$ cat src/rtl/half_fp_round_pack.sv
// Normalise, round (nearest-even) and pack a raw half-precision product into IEEE binary16.
// Build option HALF_FP_FTZ_EN: flush subnormal results to signed zero instead of gradual underflow.
module half_fp_round_pack (
    input  logic        clk,
    input  logic        rst,
    input  logic        in_valid,
    output logic        in_ready,
    input  logic        in_sign,
    input  logic [6:0]  in_exp,
    input  logic [21:0] in_mant,
    input  logic        in_special,
    input  logic [15:0] in_special_val,
    output logic        out_valid,
    input  logic        out_ready,
    output logic [15:0] result,
    output logic        flag_overflow,
    output logic        flag_underflow,
    output logic        flag_inexact
);

    localparam logic [2:0] IDLE   = 3'd0;
    localparam logic [2:0] NORM   = 3'd1;
    localparam logic [2:0] DENORM = 3'd2;
    localparam logic [2:0] ROUND  = 3'd3;
    localparam logic [2:0] DONE   = 3'd4;

    logic [2:0]        state_q, state_d;
    logic              sign_q, sign_d;
    logic signed [8:0] exp_q, exp_d;
    logic [21:0]       mant_q, mant_d;
    logic              sticky_q, sticky_d;
    logic              sub_q, sub_d;
    logic [15:0]       result_q, result_d;
    logic              ovf_q, ovf_d;
    logic              unf_q, unf_d;
    logic              inx_q, inx_d;

    logic [9:0]        frac;
    logic              guard;
    logic              rest;
    logic              inc;
    logic [11:0]       sum;
    logic              hidden;
    logic signed [8:0] exp_rnd;

    // Round-to-nearest-even on the current mantissa; sum[11] is the carry out of the hidden bit.
    always_comb begin
        frac    = mant_q[19:10];
        guard   = mant_q[9];
        rest    = (|mant_q[8:0]) | sticky_q;
        inc     = guard & (rest | frac[0]);
        sum     = {1'b0, mant_q[20], frac} + {11'b0, inc};
        hidden  = sum[11] | sum[10];
        exp_rnd = sum[11] ? exp_q + 9'sd1 : exp_q;
    end

    always_comb begin
        state_d  = state_q;
        sign_d   = sign_q;
        exp_d    = exp_q;
        mant_d   = mant_q;
        sticky_d = sticky_q;
        sub_d    = sub_q;
        result_d = result_q;
        ovf_d    = ovf_q;
        unf_d    = unf_q;
        inx_d    = inx_q;
        case (state_q)
            IDLE: begin
                if (in_valid) begin
                    sign_d   = in_sign;
                    exp_d    = {{2{in_exp[6]}}, in_exp};
                    mant_d   = in_mant;
                    sticky_d = 1'b0;
                    sub_d    = 1'b0;
                    if (in_special) begin
                        result_d = in_special_val;
                        ovf_d    = 1'b0;
                        unf_d    = 1'b0;
                        inx_d    = 1'b0;
                        state_d  = DONE;
                    end else begin
                        state_d  = NORM;
                    end
                end
            end
            NORM: begin
                if (mant_q == 22'd0) begin
                    result_d = {sign_q, 15'd0};
                    ovf_d    = 1'b0;
                    unf_d    = 1'b0;
                    inx_d    = 1'b0;
                    state_d  = DONE;
                end else if (mant_q[21]) begin
                    mant_d   = {1'b0, mant_q[21:1]};
                    sticky_d = sticky_q | mant_q[0];
                    exp_d    = exp_q + 9'sd1;
                end else if (!mant_q[20] && exp_q > 9'sd1) begin
                    mant_d   = {mant_q[20:0], 1'b0};
                    exp_d    = exp_q - 9'sd1;
                end else begin
`ifdef HALF_FP_FTZ_EN
                    if (exp_q < 9'sd1 || !mant_q[20]) begin
                        result_d = {sign_q, 15'd0};
                        ovf_d    = 1'b0;
                        unf_d    = 1'b1;
                        inx_d    = 1'b1;
                        state_d  = DONE;
                    end else begin
                        state_d  = ROUND;
                    end
`else
                    if (exp_q < 9'sd1) begin
                        sub_d   = 1'b1;
                        state_d = DENORM;
                    end else begin
                        sub_d   = !mant_q[20];
                        state_d = ROUND;
                    end
`endif
                end
            end
            DENORM: begin
                // Far below the subnormal range only the sticky information survives.
                if (exp_q < -9'sd11) begin
                    mant_d   = 22'd0;
                    sticky_d = sticky_q | (|mant_q);
                    exp_d    = 9'sd1;
                    state_d  = ROUND;
                end else begin
                    mant_d   = {1'b0, mant_q[21:1]};
                    sticky_d = sticky_q | mant_q[0];
                    exp_d    = exp_q + 9'sd1;
                    if (exp_q == 9'sd0) begin
                        state_d = ROUND;
                    end
                end
            end
            ROUND: begin
                if (exp_rnd >= 9'sd31) begin
                    result_d = {sign_q, 5'h1f, 10'd0};
                    ovf_d    = 1'b1;
                    unf_d    = 1'b0;
                    inx_d    = 1'b1;
                end else begin
                    result_d = {sign_q, (hidden ? exp_rnd[4:0] : 5'd0), sum[9:0]};
                    ovf_d    = 1'b0;
                    unf_d    = sub_q & (guard | rest);
                    inx_d    = guard | rest;
                end
                state_d = DONE;
            end
            DONE: begin
                if (out_ready) begin
                    state_d = IDLE;
                end
            end
            default: state_d = IDLE;
        endcase
    end

    always_ff @(posedge clk) begin
        if (!rst) begin
            state_q  <= IDLE;
            sign_q   <= 1'b0;
            exp_q    <= 9'sd0;
            mant_q   <= 22'd0;
            sticky_q <= 1'b0;
            sub_q    <= 1'b0;
            result_q <= 16'd0;
            ovf_q    <= 1'b0;
            unf_q    <= 1'b0;
            inx_q    <= 1'b0;
        end else begin
            state_q  <= state_d;
            sign_q   <= sign_d;
            exp_q    <= exp_d;
            mant_q   <= mant_d;
            sticky_q <= sticky_d;
            sub_q    <= sub_d;
            result_q <= result_d;
            ovf_q    <= ovf_d;
            unf_q    <= unf_d;
            inx_q    <= inx_d;
        end
    end

    assign in_ready       = (state_q == IDLE);
    assign out_valid      = (state_q == DONE);
    assign result         = result_q;
    assign flag_overflow  = ovf_q;
    assign flag_underflow = unf_q;
    assign flag_inexact   = inx_q;

endmodule

$ cat config.mk
export PLATFORM = sky130hd
export DESIGN_NAME = half_fp_round_pack
export DESIGN_NICKNAME = d
export VERILOG_FILES = /design/src/rtl/half_fp_round_pack.sv
export SDC_FILE = /design/constraint.sdc
export NUM_CORES = 1
export LEC_CHECK = 0
export CORE_MARGIN = 5
export CORE_UTILIZATION = 53
export DETAILED_ROUTE_END_ITERATION = 10
export PLACE_DENSITY = 0.85
export REMOVE_ABC_BUFFERS = 1
export SLEW_MARGIN = 5
export SYNTH_ARGS = -nofsm -noshare
export SYNTH_HDL_FRONTEND = slang
export SYNTH_SLANG_ARGS = --single-unit
$ cat constraint.sdc
create_clock -name clk -period 3 [get_ports clk]
set_clock_uncertainty 0.15 [all_clocks]
set_input_delay 0.9 -clock clk [delete_from_list [all_inputs] [get_ports clk]]
set_output_delay 0.9 -clock clk [all_outputs]
set_load 0.005 [all_outputs]
==> flow_summary.yaml <==
logic_synthesis:
  syn_area_per_cell_sq_um: 8.19
  post_synth_mux_area_share: 0.0127
  synthAdderAreaFrac: 0.0127
  largest_family_of_logic_cells_by_synthesized_area: "compound AO/OA/AOI/OAI gates"
  synth-edff-count: 0
  synth_async_sr_flop_share: 0
  netlist_top_cells_area: "sky130_fd_sc_hd__dfxtp_1, sky130_fd_sc_hd__nor2_1, sky130_fd_sc_hd__a222oi_1"
  syn_area_sq_um: 3950
  synthSimpleGateAreaFrac: 0.212
  synth_warnings: 0
  share_of_the_synthesized_area_in_compound_gates_ao_oa_aoi_oai: 0.327
  distinct_cell_type_count_of_the_synthesized_netlist: 73
  postSynthRegisterBits: 56
  post-synth-top-area-fraction: 0.284
  syn_inst: 483
  synth-seq-area-share: 0.284
  synth_largest_area_cell: "sky130_fd_sc_hd__dfxtp_1"
  postSynth.topFlopCell: "sky130_fd_sc_hd__dfxtp_1"
  synth-xor-area-share: 0.0443
global_route:
  sum_of_overflow_across_all_layers_after_global_routing: 0
  global_route_wire_length_before_repair_um: 18400
  grt_pass1_vias: 3814
  global_route_usage_sum: 0.245
  grt_max_degree: 30
  grt_antenna_before_repair: 0
placement:
  post-dp-hpwl_um: 8370
  detailed_place.area_sq_um: 4690
  dpl.cell_count: 631
  gp_congestion: 0.944
  io_buffers: 71
final_layout:
  finalInstanceArea_sq_um: 4790
  layout.core_utilization: 0.660
  mostFrequentLayoutCell: "sky130_fd_sc_hd__clkdlybuf4s50_1"
  n_antenna_cell: 0
  final_cells: 639
  num-fill-cells: 626
  synthesis_to_layout_area_growth_pct: 21.1
  final_nets: 594
  mostFrequentLayoutCells: "sky130_fd_sc_hd__clkdlybuf4s50_1, sky130_fd_sc_hd__nor2_1, sky130_fd_sc_hd__dfxtp_1"
  post_route_cells_drive_above_1_share: 0.131
timing:
  achievable-frequency_ghz: 0.356
  max-slew-margin-rel: 0.454
  final_min_period_over_clock_period: 0.935
  final_hold_viol_count: 0
  worstMarginPinSlew_ns: 0.819
  maxSlewViolCount: 0
  whs_ns: 0.328
  rsz0062_at_grt: "false"
  timing.final.setup_violations: 0
  final.min_clock_period_ns: 2.81
drt:
  num_vias: 4098
  drt-initial-drc-count: 534
  detailedRoute.firstPassIterationCount: 7
  vias_per_cell: 6.41
  drc: 0
  antenna_violating_nets_post_route: 0
  totalWireLength_um: 11200
  detail_route.wl_per_cell_um: 17.6
cts:
  tritoncts: "done"
  cts_made_buffers: 5
  sink_count: 56
  h-tree-depth: 2
  clk_path_buf_depth: 2
  worstSkewPairLatency_ns: 0.32
  clk_transition_reported_paths_ns: 0.11
  clockRootBuffer: "sky130_fd_sc_hd__clkbuf_8"
pwr:
  ir_worst_vdd_mv: 0.465
  switching_power_mw: 2.25
  pwr-share-seq: 0.313
  p_int_mw: 2.44
  switching_share: 0.479
  power_frac_clock: 0.096
  leakage_nw: 1.68
  p_comb_frac: 0.591
  power_density_nw_per_um2: 978
  power_consumption_mw: 4.69
outcome:
  run_status: "finished clean"
worst_setup_path:
  timing.critical_path.arrival_ns: 2.87
  critPathLaunchType: "flip-flop"
  worst_setup_path_end_kind: "flip-flop"
  worst-endpoint-required_ns: 3.06
  critical_path_peak_fanout: 11
  path_class: "flip-flop to flip-flop"
floorplan:
  fp-row-count: 31
  die_h_um: 96.4
  die_area_sq_um: 9290
  core_area_sq_um: 7250
  dieWidth_um: 96.4
  floorplan.initialDensity: 0.545
  ports: 72
min_path:
  hold_class: "flip-flop to flip-flop"
run:
  cap_viol_max_count: 0
## metrics by stage
stage | setup TNS, ns | setup slack [ns]
2_1_floorplan | -20.71 | -0.979
3_3_place_gp | 0 | 0.165
3_5_place_dp | 0 | 0.0537
4_1_cts | 0 | 0.107
5_1_grt | 0 | 0.0660
6_report | 0 | 0.194
## flip-flops by register name, summed over array words and instances, names as in the netlist
signal / cells
state_q: 3
result: 16
sticky_q: 1
flag_underflow: 1
exp_q: 9
flag_inexact: 1
sub_q: 1
flag_overflow: 1
sign_q: 1
mant_q: 22
## routing by layer
| layer | GRT usage | vias to the layer above | wire [um] |
|---|---|---|---|
| met1 | 0.326 | 1928 | 4710 |
| met3 | 0.0473 | 13 | 1060 |
| met5 | 0 | - | 0 |
| met2 | 0.413 | 207 | 5350 |
| li1 | - | 1950 | - |
| met4 | 0.0549 | 0 | 123 |
## power by group through the flow
stage	Sequential (mW)	Clock [mW]	Combinational, mW
final	1.47	0.452	2.77
after global routing	1.51	0.481	3.05
after CTS	1.45	0.450	2.74
after detailed placement	1.47	0	2.72
after global placement	1.46	0	2.65
after floorplan	1.42	0	1.71
## critical path, stage by stage (launching register included)
cell and delay [ns]:
sky130_fd_sc_hd__dfxtp_1 0.56, sky130_fd_sc_hd__ha_1 0.40, sky130_fd_sc_hd__and3_1 0.30, sky130_fd_sc_hd__and4_2 0.24
sky130_fd_sc_hd__o2111ai_1 0.12, sky130_fd_sc_hd__a22oi_1 0.35, sky130_fd_sc_hd__nor2_2 0.18, sky130_fd_sc_hd__o311a_1 0.39
## timing repair
action,CTS,global route
endpoints found under the hold margin,0,0
resized for setup,0,2
hold buffers,0,0
setup buffers,0,0
endpoints found under the setup margin,0,9
## cell usage after synthesis (3+ instances only)
cell type / count
sky130_fd_sc_hd__nor2_1: 59
sky130_fd_sc_hd__dfxtp_1: 56
sky130_fd_sc_hd__nand2_1: 32
sky130_fd_sc_hd__o21ai_0: 26
sky130_fd_sc_hd__a21oi_1: 25
sky130_fd_sc_hd__a211oi_1: 22
sky130_fd_sc_hd__a222oi_1: 22
sky130_fd_sc_hd__clkbuf_1: 18
sky130_fd_sc_hd__nand3_1: 16
sky130_fd_sc_hd__buf_2: 12
sky130_fd_sc_hd__a22oi_1: 11
sky130_fd_sc_hd__buf_6: 11
sky130_fd_sc_hd__xnor2_1: 11
sky130_fd_sc_hd__inv_1: 10
sky130_fd_sc_hd__nor3_1: 10
sky130_fd_sc_hd__xor2_1: 9
sky130_fd_sc_hd__clkbuf_8: 8
sky130_fd_sc_hd__o2111ai_1: 6
sky130_fd_sc_hd__a2bb2oi_1: 5
sky130_fd_sc_hd__a31o_2: 5
sky130_fd_sc_hd__a31oi_2: 5
sky130_fd_sc_hd__mux2i_1: 5
sky130_fd_sc_hd__and3_1: 4
sky130_fd_sc_hd__ha_1: 4
sky130_fd_sc_hd__nand2b_1: 4
sky130_fd_sc_hd__nand4_1: 4
sky130_fd_sc_hd__nor4_1: 4
sky130_fd_sc_hd__o211ai_1: 4
sky130_fd_sc_hd__o221ai_1: 4
sky130_fd_sc_hd__o31ai_1: 4
sky130_fd_sc_hd__o32ai_1: 4
sky130_fd_sc_hd__a21boi_0: 3
sky130_fd_sc_hd__a31oi_1: 3
sky130_fd_sc_hd__nor2b_1: 3
sky130_fd_sc_hd__nor3b_1: 3
sky130_fd_sc_hd__o21ai_1: 3
sky130_fd_sc_hd__o21bai_1: 3
sky130_fd_sc_hd__o22ai_1: 3
## cell families (layout without fill, tap and decap cells)
family	after synthesis	after routing
compound gates	172	172
simple gates	162	162
buf+inv	64	121
flops	56	56
xor+xnor	20	20
mux	5	5
fa+ha+maj	4	4
## final timing paths
kind                  start  cells after the start              to  slack, ns
max                exp_q[1]                      7    flag_inexact       0.19
min          flag_underflow                      2  flag_underflow       0.33
min reg2reg  flag_underflow                      2  flag_underflow       0.33
max reg2reg        exp_q[1]                      7    flag_inexact       0.19
## cell type report
type,count,area (sq um),share of cell area
clock buffer,5,68.8,0.0144
inverter,12,45.0,0.00940
sequential,56,1120,0.234
timing repair buffer,101,973,0.203
multi-input combinational,363,2430,0.507
tap,99,124,0.0259
clock inverter,3,27.5,0.00575
Note: power is estimated with default switching activity, not from simulation.
